File: config.mk
export PLATFORM = sky130hd
export DESIGN_NAME = uart_cmd_wrapper
export DESIGN_NICKNAME = d
export VERILOG_FILES = /design/src/rtl/mr_uart_pkg.sv /design/src/rtl/uart_byte_tx.sv /design/src/rtl/uart_cmd_wrapper.sv
export SDC_FILE = /design/constraint.sdc
export NUM_CORES = 1
export LEC_CHECK = 0
export ABC_AREA = 1
export BUFFER_PORTS_ARGS = -buffer_cell sky130_fd_sc_hd__buf_2
export CORE_UTILIZATION = 45
export DETAILED_ROUTE_END_ITERATION = 6
export SLEW_MARGIN = 0
export SYNTH_ARGS = -nofsm -noshare
export SYNTH_HDL_FRONTEND = slang
export SYNTH_HIERARCHICAL = 1
export SYNTH_SLANG_ARGS = --single-unit
File: constraint.sdc
create_clock -name clk -period 2.4 [get_ports clk]
set_clock_uncertainty 0.1 [all_clocks]
set_input_delay 0.36 -clock clk [delete_from_list [all_inputs] [get_ports clk]]
set_output_delay 0.36 -clock clk [all_outputs]
set_load 0.02 [all_outputs]
File: src/rtl/mr_uart_pkg.sv
// Shared types and constants for the MazeRunner end of the Bluetooth UART command link.
package mr_uart_pkg;

  // Start bit, eight data bits and stop bit.
  localparam int UART_FRAME_BITS = 10;

  // Positive acknowledge returned to RemoteComm.
  localparam logic [7:0] POS_ACK = 8'hA5;

  typedef enum logic [1:0] {
    RX_IDLE,
    RX_START,
    RX_DATA,
    RX_STOP
  } rx_state_t;

  typedef enum logic {
    TX_IDLE,
    TX_BUSY
  } tx_state_t;

  typedef enum logic {
    ASM_WAIT_HI,
    ASM_WAIT_LO
  } asm_state_t;

endpackage

File: src/rtl/uart_byte_tx.sv
// 8N1 byte transmitter: loads {stop, data, start} into a shifter and clocks it out
// one bit per BAUD_DIV cycles. Requests made while a frame is in flight are dropped.
module uart_byte_tx
  import mr_uart_pkg::*;
#(
  parameter int BAUD_DIV = 5208
) (
  input  logic       i_clk,
  input  logic       i_rst,
  input  logic       i_send,
  input  logic [7:0] i_data,
  output logic       o_tx,
  output logic       o_busy,
  output logic       o_done
);

  localparam int BCW = (BAUD_DIV > 1) ? $clog2(BAUD_DIV) : 1;
  localparam logic [BCW-1:0] BAUD_LAST = BCW'(BAUD_DIV - 1);
  localparam int FCW = $clog2(UART_FRAME_BITS);
  localparam logic [FCW-1:0] BIT_LAST = FCW'(UART_FRAME_BITS - 1);

  tx_state_t                  r_state;
  tx_state_t                  w_next;
  logic [UART_FRAME_BITS-1:0] r_shift;
  logic [FCW-1:0]             r_bit;
  logic [BCW-1:0]             r_baud;
  logic                       r_done;
  logic                       w_tick;

  assign w_tick = (r_baud == BAUD_LAST);

  // Next state: start on a request in IDLE, finish on the tick that ends the stop bit.
  always_comb begin
    // NOTE: assign every combinational output a default first so no path infers a latch.
    w_next = r_state;
    unique case (r_state)
      TX_IDLE: if (i_send) w_next = TX_BUSY;
      TX_BUSY: if (w_tick && (r_bit == BIT_LAST)) w_next = TX_IDLE;
      default: w_next = TX_IDLE;
    endcase
  end

  // State, shifter and counters; the shifter refills with ones so the line idles high.
  always_ff @(posedge i_clk) begin
    // NOTE: non-blocking assignments so every flop updates from pre-edge values.
    if (i_rst) begin
      r_state <= TX_IDLE;
      r_shift <= '1;
      r_bit   <= '0;
      r_baud  <= '0;
      r_done  <= 1'b0;
    end else begin
      r_state <= w_next;
      r_done  <= (r_state == TX_BUSY) && (w_next == TX_IDLE);
      if (r_state == TX_IDLE) begin
        r_bit  <= '0;
        r_baud <= '0;
        if (i_send) r_shift <= {1'b1, i_data, 1'b0};
      end else begin
        r_baud <= w_tick ? '0 : r_baud + 1'b1;
        if (w_tick) begin
          r_shift <= {1'b1, r_shift[UART_FRAME_BITS-1:1]};
          r_bit   <= r_bit + 1'b1;
        end
      end
    end
  end

  assign o_tx   = r_shift[0];
  assign o_busy = (r_state == TX_BUSY);
  assign o_done = r_done;

endmodule

File: src/rtl/uart_cmd_wrapper.sv
// MazeRunner command link: receives two 8N1 bytes (high first) into a 16-bit command
// with an inter-byte timeout, and transmits a single response byte on request.
module uart_cmd_wrapper
  import mr_uart_pkg::*;
#(
  parameter int BAUD_DIV = 5208,
  parameter int GAP_TO   = 2 * UART_FRAME_BITS * BAUD_DIV
) (
  input  logic        clk,
  input  logic        rst,
  input  logic        RX,
  output logic        TX,
  output logic [15:0] cmd,
  output logic        cmd_rdy,
  input  logic        clr_cmd_rdy,
  input  logic [7:0]  resp,
  input  logic        send_resp,
  output logic        resp_sent,
  output logic        tx_busy,
  output logic        frm_err
);

  localparam int BCW = (BAUD_DIV > 1) ? $clog2(BAUD_DIV) : 1;
  localparam logic [BCW-1:0] BAUD_LAST = BCW'(BAUD_DIV - 1);
  localparam logic [BCW-1:0] HALF_LAST = BCW'(BAUD_DIV / 2 - 1);
  localparam int GCW = (GAP_TO > 1) ? $clog2(GAP_TO) : 1;
  localparam logic [GCW-1:0] GAP_LAST = GCW'(GAP_TO - 1);

  // RX synchronizer and edge detect
  logic r_rx_meta;
  logic r_rx_sync;
  logic r_rx_prev;
  logic w_fall;
  logic w_start;

  // RX frame FSM
  rx_state_t  r_rx_state;
  rx_state_t  w_rx_next;
  logic [BCW-1:0] r_rx_baud;
  logic [2:0] r_rx_bit;
  logic [7:0] r_rx_shift;
  logic       w_baud_tick;
  logic       w_rx_rdy;
  logic       w_stop_bad;
  logic       r_frm_err;

  // Command assembler
  asm_state_t r_asm_state;
  asm_state_t w_asm_next;
  logic [7:0]     r_hi;
  logic [GCW-1:0] r_gap_cnt;
  logic [15:0]    r_cmd;
  logic           r_cmd_rdy;
  logic           w_cmd_done;
  logic           w_hi_start;

  // Bring RX into the clk domain; flops preset high so reset never looks like a start bit.
  always_ff @(posedge clk) begin
    if (rst) begin
      r_rx_meta <= 1'b1;
      r_rx_sync <= 1'b1;
      r_rx_prev <= 1'b1;
    end else begin
      r_rx_meta <= RX;
      r_rx_sync <= r_rx_meta;
      r_rx_prev <= r_rx_sync;
    end
  end

  assign w_fall      = r_rx_prev & ~r_rx_sync;
  assign w_start     = (r_rx_state == RX_IDLE) && w_fall;
  assign w_baud_tick = (r_rx_baud == BAUD_LAST);

  // RX next state: glitch check at mid start bit, then one sample per bit period.
  always_comb begin
    w_rx_next  = r_rx_state;
    w_rx_rdy   = 1'b0;
    w_stop_bad = 1'b0;
    unique case (r_rx_state)
      RX_IDLE:  if (w_fall) w_rx_next = RX_START;
      RX_START: if (r_rx_baud == HALF_LAST) w_rx_next = r_rx_sync ? RX_IDLE : RX_DATA;
      RX_DATA:  if (w_baud_tick && (r_rx_bit == 3'd7)) w_rx_next = RX_STOP;
      RX_STOP: begin
        if (w_baud_tick) begin
          w_rx_next  = RX_IDLE;
          w_rx_rdy   = r_rx_sync;
          w_stop_bad = ~r_rx_sync;
        end
      end
      default: w_rx_next = RX_IDLE;
    endcase
  end

  // RX state, bit timing and LSB-first data shift.
  always_ff @(posedge clk) begin
    if (rst) begin
      r_rx_state <= RX_IDLE;
      r_rx_baud  <= '0;
      r_rx_bit   <= '0;
      r_rx_shift <= '0;
      r_frm_err  <= 1'b0;
    end else begin
      r_rx_state <= w_rx_next;
      r_frm_err  <= w_stop_bad;
      unique case (r_rx_state)
        RX_IDLE: begin
          r_rx_baud <= '0;
          r_rx_bit  <= '0;
        end
        RX_START: r_rx_baud <= (r_rx_baud == HALF_LAST) ? '0 : r_rx_baud + 1'b1;
        default: begin
          r_rx_baud <= w_baud_tick ? '0 : r_rx_baud + 1'b1;
          if (w_baud_tick && (r_rx_state == RX_DATA)) begin
            r_rx_shift <= {r_rx_sync, r_rx_shift[7:1]};
            r_rx_bit   <= r_rx_bit + 1'b1;
          end
        end
      endcase
    end
  end

  assign w_cmd_done = (r_asm_state == ASM_WAIT_LO) && w_rx_rdy;
  assign w_hi_start = (r_asm_state == ASM_WAIT_HI) && w_start;

  // Assembler next state: a low byte, a framing error or a gap timeout all end WAIT_LO.
  always_comb begin
    w_asm_next = r_asm_state;
    unique case (r_asm_state)
      ASM_WAIT_HI: if (w_rx_rdy) w_asm_next = ASM_WAIT_LO;
      ASM_WAIT_LO: begin
        if (w_rx_rdy || w_stop_bad || (r_gap_cnt == GAP_LAST)) w_asm_next = ASM_WAIT_HI;
      end
      default: w_asm_next = ASM_WAIT_HI;
    endcase
  end

  // Assembler datapath: high-byte latch, gap timer, command register and ready flag.
  always_ff @(posedge clk) begin
    if (rst) begin
      r_asm_state <= ASM_WAIT_HI;
      r_hi        <= '0;
      r_gap_cnt   <= '0;
      r_cmd       <= '0;
      r_cmd_rdy   <= 1'b0;
    end else begin
      r_asm_state <= w_asm_next;
      if (r_asm_state == ASM_WAIT_HI) begin
        r_gap_cnt <= '0;
        if (w_rx_rdy) r_hi <= r_rx_shift;
      end else begin
        r_gap_cnt <= r_gap_cnt + 1'b1;
      end
      if (w_cmd_done) r_cmd <= {r_hi, r_rx_shift};
      // A completing command takes priority over an acknowledge in the same cycle.
      if (w_cmd_done)                     r_cmd_rdy <= 1'b1;
      else if (clr_cmd_rdy || w_hi_start) r_cmd_rdy <= 1'b0;
    end
  end

  assign cmd     = r_cmd;
  assign cmd_rdy = r_cmd_rdy;
  assign frm_err = r_frm_err;

  uart_byte_tx #(
    .BAUD_DIV (BAUD_DIV)
  ) u_tx (
    .i_clk  (clk),
    .i_rst  (rst),
    .i_send (send_resp),
    .i_data (resp),
    .o_tx   (TX),
    .o_busy (tx_busy),
    .o_done (resp_sent)
  );

endmodule

==> flow_metrics.py <==
metrics = {
    "clock_tree": {
        "cts.sinks": 101,
        "cts-resized-gates": 0,
        "h-tree-depth": 3,
        "clock_latency_ps": 370,
        "clock_tree.buffer_depth": 2,
        "postCtsSetupBuffers": 0,
        "cts_tree": "done",
        "cts_root_buf": "clkbuf_8",
        "numCtsBuffers": 9,
        "cts_hold_buf": 0,
        "clkSlewWorstSetupHoldPaths_ps": 100,
    },
    "placement": {
        "port_buffers": 33,
        "placed_area_sq_um": 4810,
        "dp_hpwl_mm": 6.42,
        "routabilityCongestion": 0.819,
        "dp_cells": 771,
    },
    "yosys": {
        "syn_nets": 635,
        "ys_seq_elements": 101,
        "syn_avg_cell_area_sq_um": 7.41,
        "seq_area_frac_synth_pct": 44.4,
        "synth.distinct_cells": 37,
        "synthCells": 615,
        "synth_area_sq_um": 4550,
        "yosysWarningCount": 6,
        "synth.area.top_cells": "dfxtp_1 (44%), nor2_1 (11%), nand2_1 (8.6%)",
        "synth_top_area_share_pct": 44.4,
        "yosysTopAreaCell": "dfxtp_1",
    },
    "global_routing": {
        "grt_pass1_wl_mm": 15.3,
        "antenna_found_initial": 0,
        "grt_max_degree": 26,
        "grt-ovfl-total": 0,
        "track_usage_pct": 18.3,
        "grt_pass1_vias": 3442,
    },
    "min_path": {
        "min_from": "RX",
        "hp-class": "input port to flip-flop",
        "worstHoldPathCells": 2,
        "whs_endpoint": "r_rx_meta",
    },
    "floorplan": {
        "ioPinCount": 34,
        "fp.dieArea_sq_um": 10500,
        "initial_core_util_pct": 46.6,
        "die_height_um": 103,
        "rows": 36,
        "fp.dieW_um": 103,
        "core_sq_um": 9770,
    },
    "timing": {
        "fin_hold_ws_ps": 66.8,
        "tns_ps": 0,
        "grt_setup_unrepaired": "no",
        "max_freq_mhz": 508,
        "period_share_pct": 82.1,
        "worst_slew_pin_slew_ps": 491,
        "finalHoldViolations": 0,
        "post-route-min-period_ps": 1970,
        "slew_violations": 0,
        "setup_viol": 0,
        "slew_headroom_pct": 67.2,
    },
    "detailed_routing": {
        "routedWlPerCell_um": 11.3,
        "vias_per_cell": 4.95,
        "dr.pass1.iters": 4,
        "drt-total-wl_mm": 8.88,
        "drc": 0,
        "postRouteAntennaNets": 0,
        "drt_first_iter_violations": 84,
        "route.vias.total": 3898,
    },
    "layout": {
        "antenna_cells": 0,
        "multi_input_area_sq_um": 2210,
        "final_util_pct": 51.1,
        "final_layout_size_suffix_gt1_share_pct": 13.5,
        "final_common_cell": "nor2_1",
        "ff_latch_area_sq_um": 2020,
        "syn2layout_area_growth_pct": 9.73,
        "layout_common_cells": "nor2_1 (129), nand2_1 (104), dfxtp_1 (101)",
        "num-nets-final": 669,
        "finalNonFillerCells": 787,
        "final_cell_area_sq_um": 5000,
        "num-fill-cells": 993,
    },
    "pwr": {
        "power_leakage_uw": 0.00190,
        "power_density_nw_per_um2": 588,
        "irDropWorstVdd_mv": 0.414,
    },
    "setup_path": {
        "cp.required_ps": 2570,
        "critPathCaptureType": "flip-flop",
        "r2r_end": "cmd[6]",
        "reg2reg_setup_slack_ps": 430,
        "critPathKind": "flip-flop to flip-flop",
        "r2r_start": "r_rx_baud[0]",
        "start_kind": "flip-flop",
        "arrival_ps": 2140,
        "r2r_cells": 8,
        "cp_max_fo": 18,
    },
    "outcome": {
        "status": "complete, no violations",
    },
    "job": {
        "maxCapViolCount": 0,
    },
}
[metal layers]
metal / GRT usage (%) / part of all wire (%) / wire, um / up-vias
met5: 0 / 0 / 0 / -
met4: 4.95 / 0.70 / 62 / 0
met3: 5.36 / 2.5 / 222 / 5
met2: 30.3 / 46 / 4130 / 35
met1: 23.2 / 50 / 4470 / 1797
li1: - / - / - / 2061
[kinds of logic after synthesis]
logic type               count (synthesis)  share of synthesized area, %
flip-flops                             101                          44.4
XOR/XNOR                                13                          2.50
AND/OR/NAND/NOR                        359                          36.8
adder cells (fa/ha/maj)                  7                          1.92
AO/OA/AOI/OAI                           64                          7.36
buffers and inverters                   71                          7.01
[area by class of cell]
class | count | share of cell area (%)
timing repair buffer | 35 | 3.61
clock inverter | 6 | 1.03
inverter | 59 | 4.53
clock buffer | 10 | 2.75
multi-input combinational | 443 | 44.3
sequential | 101 | 40.5
tap | 133 | 3.33
[flip-flops by register name (all words and copies together) (netlist names), 3 cells and up, named ones only]
register      flops
cmd              16
r_gap_cnt        17
r_hi              8
r_rx_baud        13
r_rx_bit          3
r_rx_shift        8
u_tx/r_baud      13
u_tx/r_bit        4
u_tx/r_shift      9
[critical path, cell delays in order (launching register included)]
cell,delay (ps)
dfxtp_1,370
ha_1,260
nand2_4,90
nor2_2,160
nand3_4,180
nor2_4,190
nand3_4,220
o21ai_0,250
nor2_1,50
[worst max path at each step]
| stage | startpoint | to | slack (ps) | cells past startpoint |
|---|---|---|---|---|
| floorplan | r_rx_baud[0] | cmd[7] | 720 | 9 |
| global placement | r_rx_baud[0] | cmd[6] | 490 | 9 |
| detailed placement | r_rx_baud[0] | cmd[6] | 440 | 8 |
| CTS | r_rx_baud[0] | cmd[0] | 400 | 9 |
| global route | r_rx_baud[0] | cmd[6] | 160 | 8 |
| finish | r_rx_baud[0] | cmd[6] | 430 | 8 |
[per-stage QoR]
stage	power (uW)	worst slack (ps)
floorplan	1890	717
global placement	1930	487
detailed placement	1930	436
CTS	2980	399
global route	3080	155
finish	2940	430
[Yosys cell counts (all sizes together)]
library cell	n
nor2	141
nand2	113
dfxtp	101
inv	56
nand3	44
o21ai	37
nor3	33
a21oi	20
nand4	15
xor2	11
buf	8
ha	7
nor3b	5
clkbuf	4
nand3b	4
a31oi	3
clkinv	3
or2	3
a211oi	2
xnor2	2
and2	1
o2111ai	1
o211ai	1
[where the power goes]
group / total [uW] / internal, uW / switching (uW)
clock network: 1040 / 423 / 618
registers: 1720 / 1700 / 22.6
logic: 170 / 57.8 / 113
Note: power is estimated with default switching activity, not from simulation.
